### src/rtl/tcp_rd_pkg_gen_if.sv
// Notification, read-package request and rx-done handshakes for one region.
interface tcp_rd_pkg_gen_if;
  logic        s_notify_valid;
  logic        s_notify_ready;
  logic [15:0] s_notify_sid;
  logic [15:0] s_notify_len;

  logic        m_rd_pkg_valid;
  logic        m_rd_pkg_ready;
  logic [15:0] m_rd_pkg_sid;
  logic [15:0] m_rd_pkg_len;

  logic        s_rx_done_valid;
  logic        s_rx_done_ready;

  modport slave (
    input  s_notify_valid, s_notify_sid, s_notify_len,
    output s_notify_ready,
    output m_rd_pkg_valid, m_rd_pkg_sid, m_rd_pkg_len,
    input  m_rd_pkg_ready,
    input  s_rx_done_valid,
    output s_rx_done_ready
  );

  modport master (
    output s_notify_valid, s_notify_sid, s_notify_len,
    input  s_notify_ready,
    input  m_rd_pkg_valid, m_rd_pkg_sid, m_rd_pkg_len,
    output m_rd_pkg_ready,
    output s_rx_done_valid,
    input  s_rx_done_ready
  );
endinterface

### src/rtl/tcp_rd_pkg_gen.sv
// Splits queued TCP rx notifications into read-package requests of <= MAX_PKG_BYTES; notify->request 2 cycles.
// Notify stalls only on a full queue; requests stall while MAX_OUTSTANDING packages are unconsumed.
module tcp_rd_pkg_gen #(
  parameter int MAX_PKG_BYTES   = 4096,
  parameter int MAX_OUTSTANDING = 4,
  parameter int NOTIFY_QDEPTH   = 16
) (
  input  logic                                   aclk,
  input  logic                                   areset,
  tcp_rd_pkg_gen_if.slave                        bus,
  output logic [$clog2(MAX_OUTSTANDING+1)-1:0]   outstanding,
  output logic                                   err_underflow,
  output logic [31:0]                            drop_cnt
);

  localparam int              AW      = $clog2(NOTIFY_QDEPTH);
  localparam int              OW      = $clog2(MAX_OUTSTANDING + 1);
  localparam logic [15:0]     MAX_LEN = 16'(MAX_PKG_BYTES);
  localparam logic [OW-1:0]   MAX_OUT = OW'(MAX_OUTSTANDING);

  typedef enum logic {ST_IDLE, ST_ISSUE} state_t;

  state_t         r_state;
  state_t         w_state_nxt;
  logic [31:0]    r_mem [NOTIFY_QDEPTH];
  logic [AW:0]    r_wptr;
  logic [AW:0]    r_rptr;
  logic [15:0]    r_cur_sid;
  logic [15:0]    r_rem;
  logic [OW-1:0]  r_outstanding;
  logic           r_err_underflow;
  logic [31:0]    r_drop_cnt;

  logic           w_empty;
  logic           w_full;
  logic           w_push;
  logic           w_pop;
  logic [31:0]    w_head;
  logic [15:0]    w_chunk;
  logic           w_req_vld;
  logic           w_issue;
  logic           w_done;

  // Extra pointer bit distinguishes full from empty when the indices match.
  assign w_empty = (r_wptr == r_rptr);
  assign w_full  = (r_wptr[AW] != r_rptr[AW]) && (r_wptr[AW-1:0] == r_rptr[AW-1:0]);
  assign w_push  = bus.s_notify_valid && bus.s_notify_ready;
  assign w_head  = r_mem[r_rptr[AW-1:0]];
  assign w_chunk = (r_rem < MAX_LEN) ? r_rem : MAX_LEN;
  assign w_issue = w_req_vld && bus.m_rd_pkg_ready;
  assign w_done  = bus.s_rx_done_valid;

  assign bus.s_notify_ready  = !w_full && !areset;
  assign bus.m_rd_pkg_valid  = w_req_vld;
  assign bus.m_rd_pkg_sid    = r_cur_sid;
  assign bus.m_rd_pkg_len    = w_chunk;
  assign bus.s_rx_done_ready = 1'b1;

  assign outstanding   = r_outstanding;
  assign err_underflow = r_err_underflow;
  assign drop_cnt      = r_drop_cnt;

  always_ff @(posedge aclk) begin
    if (w_push) begin
      r_mem[r_wptr[AW-1:0]] <= {bus.s_notify_sid, bus.s_notify_len};
    end
  end

  always_comb begin
    w_state_nxt = r_state;
    w_pop       = 1'b0;
    w_req_vld   = 1'b0;
    case (r_state)
      ST_IDLE: begin
        if (!w_empty) begin
          w_pop = 1'b1;
          if (w_head[15:0] != 16'd0) begin
            w_state_nxt = ST_ISSUE;
          end
        end
      end
      ST_ISSUE: begin
        w_req_vld = (r_outstanding < MAX_OUT);
        if (w_req_vld && bus.m_rd_pkg_ready && (r_rem == w_chunk)) begin
          w_state_nxt = ST_IDLE;
        end
      end
      default: w_state_nxt = ST_IDLE;
    endcase
  end

  always_ff @(posedge aclk) begin
    if (areset) begin
      r_state         <= ST_IDLE;
      r_wptr          <= '0;
      r_rptr          <= '0;
      r_cur_sid       <= '0;
      r_rem           <= '0;
      r_outstanding   <= '0;
      r_err_underflow <= 1'b0;
      r_drop_cnt      <= '0;
    end else begin
      r_state <= w_state_nxt;
      if (w_push) begin
        r_wptr <= r_wptr + 1'b1;
      end
      if (w_pop) begin
        r_rptr <= r_rptr + 1'b1;
        if (w_head[15:0] == 16'd0) begin
          r_drop_cnt <= r_drop_cnt + 32'd1;
        end else begin
          r_cur_sid <= w_head[31:16];
          r_rem     <= w_head[15:0];
        end
      end
      if (w_issue) begin
        r_rem <= r_rem - w_chunk;
      end
      // An issue and a done in the same cycle cancel; a lone done at zero is an error, not a wrap.
      if (w_issue && !w_done) begin
        r_outstanding <= r_outstanding + 1'b1;
      end else if (!w_issue && w_done) begin
        if (r_outstanding == '0) begin
          r_err_underflow <= 1'b1;
        end else begin
          r_outstanding <= r_outstanding - 1'b1;
        end
      end
    end
  end

endmodule

### src/flat_wrapper.sv
// flat-port wrapper written by rule: the top's interface ports become plain ports
module tcp_rd_pkg_gen_flat 
#(
  parameter int MAX_PKG_BYTES   = 4096,
  parameter int MAX_OUTSTANDING = 4,
  parameter int NOTIFY_QDEPTH   = 16
)
  (aclk, areset, outstanding, err_underflow, drop_cnt, bus_s_notify_valid, bus_s_notify_sid, bus_s_notify_len, bus_s_notify_ready, bus_m_rd_pkg_valid, bus_m_rd_pkg_sid, bus_m_rd_pkg_len, bus_m_rd_pkg_ready, bus_s_rx_done_valid, bus_s_rx_done_ready);
  tcp_rd_pkg_gen_if bus_i ();
  input  logic aclk;
  input  logic areset;
  output logic [$clog2(MAX_OUTSTANDING+1)-1:0] outstanding;
  output logic err_underflow;
  output logic [31:0] drop_cnt;
  input wire logic [$bits(bus_i.s_notify_valid)-1:0] bus_s_notify_valid;
  input wire logic [$bits(bus_i.s_notify_sid)-1:0] bus_s_notify_sid;
  input wire logic [$bits(bus_i.s_notify_len)-1:0] bus_s_notify_len;
  output wire logic [$bits(bus_i.s_notify_ready)-1:0] bus_s_notify_ready;
  output wire logic [$bits(bus_i.m_rd_pkg_valid)-1:0] bus_m_rd_pkg_valid;
  output wire logic [$bits(bus_i.m_rd_pkg_sid)-1:0] bus_m_rd_pkg_sid;
  output wire logic [$bits(bus_i.m_rd_pkg_len)-1:0] bus_m_rd_pkg_len;
  input wire logic [$bits(bus_i.m_rd_pkg_ready)-1:0] bus_m_rd_pkg_ready;
  input wire logic [$bits(bus_i.s_rx_done_valid)-1:0] bus_s_rx_done_valid;
  output wire logic [$bits(bus_i.s_rx_done_ready)-1:0] bus_s_rx_done_ready;
  assign bus_i.s_notify_valid = bus_s_notify_valid;
  assign bus_i.s_notify_sid = bus_s_notify_sid;
  assign bus_i.s_notify_len = bus_s_notify_len;
  assign bus_s_notify_ready = bus_i.s_notify_ready;
  assign bus_m_rd_pkg_valid = bus_i.m_rd_pkg_valid;
  assign bus_m_rd_pkg_sid = bus_i.m_rd_pkg_sid;
  assign bus_m_rd_pkg_len = bus_i.m_rd_pkg_len;
  assign bus_i.m_rd_pkg_ready = bus_m_rd_pkg_ready;
  assign bus_i.s_rx_done_valid = bus_s_rx_done_valid;
  assign bus_s_rx_done_ready = bus_i.s_rx_done_ready;
  tcp_rd_pkg_gen #(.MAX_PKG_BYTES(MAX_PKG_BYTES), .MAX_OUTSTANDING(MAX_OUTSTANDING), .NOTIFY_QDEPTH(NOTIFY_QDEPTH)) u_core (.aclk(aclk), .areset(areset), .bus(bus_i), .outstanding(outstanding), .err_underflow(err_underflow), .drop_cnt(drop_cnt));
endmodule
### config.mk
export PLATFORM = sky130hd
export DESIGN_NAME = tcp_rd_pkg_gen_flat
export DESIGN_NICKNAME = d
export VERILOG_FILES = /design/src/rtl/tcp_rd_pkg_gen_if.sv /design/src/rtl/tcp_rd_pkg_gen.sv /design/src/flat_wrapper.sv
export SDC_FILE = /design/constraint.sdc
export NUM_CORES = 1
export LEC_CHECK = 0
export CAP_MARGIN = 20
export CORE_UTILIZATION = 61
export CTS_BUF_LIST = sky130_fd_sc_hd__clkbuf_8
export DETAILED_ROUTE_END_ITERATION = 6
export GPL_ROUTABILITY_DRIVEN = 0
export GPL_TIMING_DRIVEN = 0
export PLACE_DENSITY = 0.79
export SLEW_MARGIN = 20
export SYNTH_ARGS = -nofsm -noshare
export SYNTH_HDL_FRONTEND = slang
export SYNTH_SLANG_ARGS = --single-unit
### constraint.sdc
create_clock -name aclk -period 8.8 [get_ports aclk]
set_input_delay 1.76 -clock aclk [delete_from_list [all_inputs] [get_ports aclk]]
set_output_delay 1.76 -clock aclk [all_outputs]
set_load 0.005 [all_outputs]
# [Word-level counts from Yosys, hierarchy flattened]
# Memories as Yosys holds them, arrays and structs flattened. A register that Yosys moved wholly into a read port is not among the register bits.
# Index checks and enable logic that the tools add are counted.
[word_totals] ramBits=512 memories=1 register_bits=79 elab_cells=66 inputBits=37
[classes] bitwise=3 n_lt_le_gt_ge=2 n_addsub=6 eq_ne=6 n_reduce_logical=22 n_mux=18
[mem_list] memory="u_core.r_mem" words=16 word_bits=32 read_ports=1 rd_ports_with_merged_regs=1 wr=1 line_no="tcp_rd_pkg_gen.sv:25" rtl="logic [31:0] r_mem [NOTIFY_QDEPTH];"
[ops] operator="$mux W16" count=4
[ops] operator="$add A32 B1 Y32 const B" count=1
[ops] operator="$eq A16 B16 Y1" count=1
[ops] operator="$logic_not A16 Y1" count=1
[ops] operator="$lt A16 B13 Y1 const B" count=1
[ops] operator="$reduce_bool A16 Y1" count=1
[ops] operator="$sub A16 B16 Y16" count=1
[ops] operator="$add A5 B1 Y5 const B" count=2
[ops] operator="$mux W3" count=3
[ops] operator="$logic_and A1 B1 Y1" count=8
[ops] operator="$mux W1" count=8
[ops] operator="$mux W4" count=2
[ops] operator="$reduce_and A2 Y1" count=4
[ops] operator="$eq A5 B5 Y1" count=1
[ops] operator="$eq A4 B4 Y1" count=1
[ops] operator="$logic_not A1 Y1" count=4
[ops] operator="$ne A2 B1 Y1 const B" count=2
[ops] operator="$reduce_bool A2 Y1" count=2
[ops] operator="$add A3 B1 Y3 const B" count=1
[ops] operator="$logic_not A3 Y1" count=1
[ops] operator="$lt A3 B3 Y1 const B" count=1
[ops] operator="$not A1 Y1" count=3
[ops] operator="$reduce_and A3 Y1" count=1
[ops] operator="$sub A3 B1 Y3 const B" count=1
[ops] operator="other kinds (2)" count=2

# [Depth between registers and ports, before layout]
# Gate-level depths: netlist (run 1).
[logic_depth] depth_word=7 mapped_depth=12 depth_no_buf=10

# [Least setup slack after synthesis (run 1)]
# Ideal clock, no wire load.
[synth_path] path_kind="in2reg" from="in areset" to="mem u_core.r_mem[3][0] (enable)" path_slack_ns=3.489 setup_ns=0.461 n_path_buf=2 arrival_time_ns=4.850 path_stages=6 path_cell_list="clkbuf_1 -> a21oi_1 -> and2_1 -> clkbuf_1 -> nand2_1 -> nor3_1"
[synth_via] elab_chain_cells=5
[synth_lines] item="start: declaration" line_no="flat_wrapper.sv:11" rtl="input logic areset;"
[synth_lines] item="$logic_not A1 Y1" line_no="tcp_rd_pkg_gen.sv:53" rtl="assign bus.s_notify_ready = !w_full && !areset;"
[synth_lines] item="$logic_and A1 B1 Y1" line_no="tcp_rd_pkg_gen.sv:53"
[synth_lines] item="via bus_s_notify_ready" line_no="flat_wrapper.sv:18" rtl="output wire logic [$bits(bus_i.s_notify_ready)-1:0] bus_s_notify_ready;"
[synth_lines] item="$logic_and A1 B1 Y1" line_no="tcp_rd_pkg_gen.sv:47" rtl="assign w_push = bus.s_notify_valid && bus.s_notify_ready;"
[synth_lines] item="$mux W1" line_no="tcp_rd_pkg_gen.sv:64" rtl="if (w_push) begin"
[synth_lines] item="$mux W1 (not written as such)" line_no="tcp_rd_pkg_gen.sv:65" rtl="r_mem[r_wptr[AW-1:0]] <= {bus.s_notify_sid, bus.s_notify_len};"
[synth_lines] item="end: declaration" line_no="tcp_rd_pkg_gen.sv:25"
# The timed path passes the listed nets, and every way through them passes these cells.

==> flow_metrics.tcl, run 1 <==
set metrics [dict create \
    antenna_found_initial 4 \
    ys.flop_type "edfxtp_1" \
    yosys.area_share.simple_pct 5.51 \
    yosys-mux-area-fraction_pct 15.3 \
    tightestPinTransition_ns 1.09 \
    outcome "finished clean" \
    p_comb_share_pct 21.3 \
    io_pins 108 \
    cts_tree "yes" \
    fin_crit_ns 5.09 \
    setup_tns_ns 0 \
    cts.path.max_buffers 3 \
    netlist.area_leader.share_pct 65.8 \
    final_cell_area_um2 27500 \
    first_pass_iters 7 \
    row_count 71 \
    required_ns 9.33 \
    crit_path_cell_trace "clkbuf_1 > buf_2 > buf_1 > mux4_2 > a221oi_2 > nand3_2 > inv_1 > nand3_1 > clkbuf_1 > nor3_1 > mux2_2" \
    finalCritPeriodShare_pct 57.9 \
    yosysSeqAreaShare_pct 72.9 \
    dieWidth_um 198 \
    clock-skew-final_ns 0.0251 \
    critical_path_class "register to register" \
    die_area_um2 39100 \
    p_switching_mw 1.89 \
    rsz0062_at_grt "no" \
    drv_slew 0 \
    synth_adder_area_share_pct 0.568 \
    slew_headroom_pct 27.1 \
    grt_overflow 0 \
    irDropWorstVdd_v 0.000109 \
    cts_made_buffers 91 \
    power.total_mw 6.89 \
    clock_latency_ns 0.65 \
    grt_max_degree 19 \
    core_area_um2 37700 \
    grtUsageTotal_pct 28.8 \
    grt_pass1_wl_mm 80.1 \
    clkPwrFrac_pct 31.7 \
    fillers 2159 \
    drt_iter0_drc 1542 \
    place_area_um2 25800 \
    ys_top_cells_by_area "edfxtp_1 (66%), mux4_2 (14%), dfxtp_1 (7.1%)" \
    postSynthCellCount 1255 \
    seqPwrFrac_pct 47.0 \
    cts-resized-gates 0 \
    syn2layout_area_growth_pct 17.9 \
    synth_compound_gate_area_share_pct 3.41 \
    ctsHoldBuffers 0 \
    yosysWarnings 0 \
    final_common_cell "edfxtp_1" \
    cts.sinks 595 \
    cts_setup_buffers 0 \
    drive_gt1_share_pct 23.3 \
    critPathCaptureType "register" \
    initial_utilization_pct 62.0 \
    ant_nets 0 \
    dp_hpwl_mm 35.4 \
    synth-edff-count 512 \
    cts-root-buf "clkbuf_8" \
    die_h_um 198 \
    slowest_delay_ns 0.85 \
    cp_max_fo 10 \
    crit_arrival_ns 5.62 \
    critPathBufInv 5 \
    num_vias 13172 \
    port_buffers 102 \
    crit_top_cell "clkbuf_1" \
    syn_avg_cell_area_um2 18.6 \
    layout_common_cells "edfxtp_1 (512), mux4_2 (144), clkdlybuf4s50_1 (102)" \
    ys_types 61 \
    critical_path.slowest_cell "buf_1" \
    min_path_type "register to register" \
    drc 0 \
    grt_pass1_vias 12995 \
    drt_wl_total_mm 54.4 \
    syn_area_um2 23400 \
    cp_top_family "buffers and inverters" \
    viasPerCell 6.34 \
    cts.htree.levels 3 \
    setup_viol 0 \
    critPathLaunchType "register" \
    fin_nets 1539 \
    yosys.area.top_type "edfxtp_1" \
    synth-xor-area-share_pct 0.712 \
    maxCapViolCount 0 \
    max_freq_mhz 196 \
    power-per-cell-area_nw_per_um2 250 \
    ys_async_sr_fraction_pct 0 \
    clk_pin_slew_ns 0.06 \
    hold_viol 0 \
    postLayoutCoreUtil_pct 73.1 \
    p_leak_nw 9.01 \
    p_int_mw 5.00 \
    ys_seq_elements 595 \
    routedWlPerCell_um 26.2 \
    p_sw_share_pct 27.4 \
    synth_top_family_by_area "multiplexers" \
]
[worst paths after layout]
check	start	to	slack [ns]	cells after the start
setup / recovery	register	u_core.drop_cnt[20]	3.71	11
hold / removal	u_core.err_underflow	u_core.err_underflow	0.48	2
setup reg to reg	register	u_core.drop_cnt[20]	3.71	11
hold reg to reg	u_core.err_underflow	u_core.err_underflow	0.48	2
[power by group through the flow]
stage / Sequential [mW] / Clock [mW] / Combinational [mW]
final: 3.24 / 2.18 / 1.47
after global routing: 3.25 / 2.32 / 1.58
after CTS: 3.24 / 2.20 / 1.47
after detailed placement: 3.29 / 0 / 1.46
after global placement: 3.29 / 0 / 1.42
after floorplan: 3.27 / 0 / 0.962
[cells in the mapped netlist, drive strengths merged, types with 3 or more instances]
master and instances:
o21ai 11, and2 18, a21oi 35, a2111oi 4
ha 9, nor2 86, nand2b 5, nand2 58
buf 33, o31ai 7, nor2b 14, nor3 17
xnor2 7, nand3 12, edfxtp 512, and3 5
o211ai 9, a22oi 19, nand4 7, a221oi 4
or4 11, and4 3, mux2 10, a31o 3
inv 14, clkbuf 31, nor4 9, mux4 144
dfxtp 83, or3 10, a31oi 4, xor2 12
mux2i 21, a22o 6
[metal layers]
layer | vias up | part of all wire (%) | track usage, %
met1 | 6668 | 39 | 40.1
met4 | 4 | 2.3 | 9.36
met2 | 809 | 48 | 45.1
li1 | 5582 | - | -
met3 | 109 | 11 | 7.51
met5 | - | 0.051 | 0
[per-stage QoR]
step / instances / setup WS, ns / hold slack, ns
final: 2077 / 3.71 / 0.482
after global routing: 2075 / 3.50 / 0.525
after CTS: 2075 / 3.78 / 0.491
after detailed placement: 1910 / 3.80 / 0.476
after global placement: 1871 / 0.557 / 0.464
after floorplan: 1258 / 3.49 / 0.452
[registers in the layout (all words and copies together), names as in the netlist, named ones only]
signal	cells
u_core.r_mem	512
u_core.drop_cnt	32
u_core.bus.m_rd_pkg_sid	16
u_core.r_rem	16
u_core.r_rptr	5
u_core.r_wptr	5
u_core.outstanding	3
u_core.err_underflow	1
u_core.r_state	1
[cell type report]
class,instances,area (um^2),share of cell area (%)
flip-flops and latches,595,17000,61.9
repair buffers,141,1670,6.06
well taps,511,639,2.32
multi-input cells,583,6080,22.1
inverters,16,60.1,0.218
diodes,2,5.00,0.0182
clock buffers,98,1350,4.90
clock inverters,67,388,1.41
plain buffers,64,314,1.14
[cells by family (layout without fill, tap and decap cells)]
family / Yosys count / after routing
other: 2 / 7
buffers and inverters: 80 / 386
flip-flops: 595 / 595
AND/OR/NAND/NOR: 259 / 259
adder cells (fa/ha/maj): 10 / 10
XOR/XNOR: 19 / 19
multiplexers: 175 / 175
AO/OA/AOI/OAI: 115 / 115
[worst register-to-register path, stage by stage (launching register included)]
cell,delay [ns]
dfxtp_1,0.44
clkbuf_1,0.55
buf_2,0.41
buf_1,0.85
mux4_2,0.46
a221oi_2,0.57
nand3_2,0.34
inv_1,0.24
nand3_1,0.22
clkbuf_1,0.31
nor3_1,0.23
mux2_2,0.35
(Power assumes the default switching activity.)
==> run 2: changes to the inputs <==
==> constraint.sdc (replaced) <==
create_clock -name aclk -period 5.3 [get_ports aclk]
set_input_delay 1.06 -clock aclk [delete_from_list [all_inputs] [get_ports aclk]]
set_output_delay 1.06 -clock aclk [all_outputs]
set_load 0.005 [all_outputs]
==> results of run 2 <==
Same layout as run 1 (identical final DEF). Status: finished clean.
Main changes from that run: setup slack after placement 3.80 ns -> 0.303 ns; setup slack after layout 3.71 ns -> 0.207 ns; register-to-register setup slack 3.71 ns -> 0.21 ns; total power 6.89 mW -> 11.4 mW; worst IR drop on VDD 0.000109 V -> 0.000180 V
==> run 3: changes to the inputs <==
--- a/config.mk
+++ b/config.mk
@@ -8,10 +8,12 @@
 export CAP_MARGIN = 20
 export CORE_UTILIZATION = 61
 export CTS_BUF_LIST = sky130_fd_sc_hd__clkbuf_8
+export CTS_CLUSTER_DIAMETER = 200
 export DETAILED_ROUTE_END_ITERATION = 6
 export GPL_ROUTABILITY_DRIVEN = 0
 export GPL_TIMING_DRIVEN = 0
 export PLACE_DENSITY = 0.79
+export SKIP_LAST_GASP = 1
 export SLEW_MARGIN = 20
 export SYNTH_ARGS = -nofsm -noshare
 export SYNTH_HDL_FRONTEND = slang
==> results of run 3 <==
Same layout as run 1 (identical final DEF). Status: finished clean.
Main changes from that run: setup slack after placement 3.80 ns -> 0.303 ns; setup slack after layout 3.71 ns -> 0.207 ns; register-to-register setup slack 3.71 ns -> 0.21 ns; total power 6.89 mW -> 11.4 mW; worst IR drop on VDD 0.000109 V -> 0.000180 V
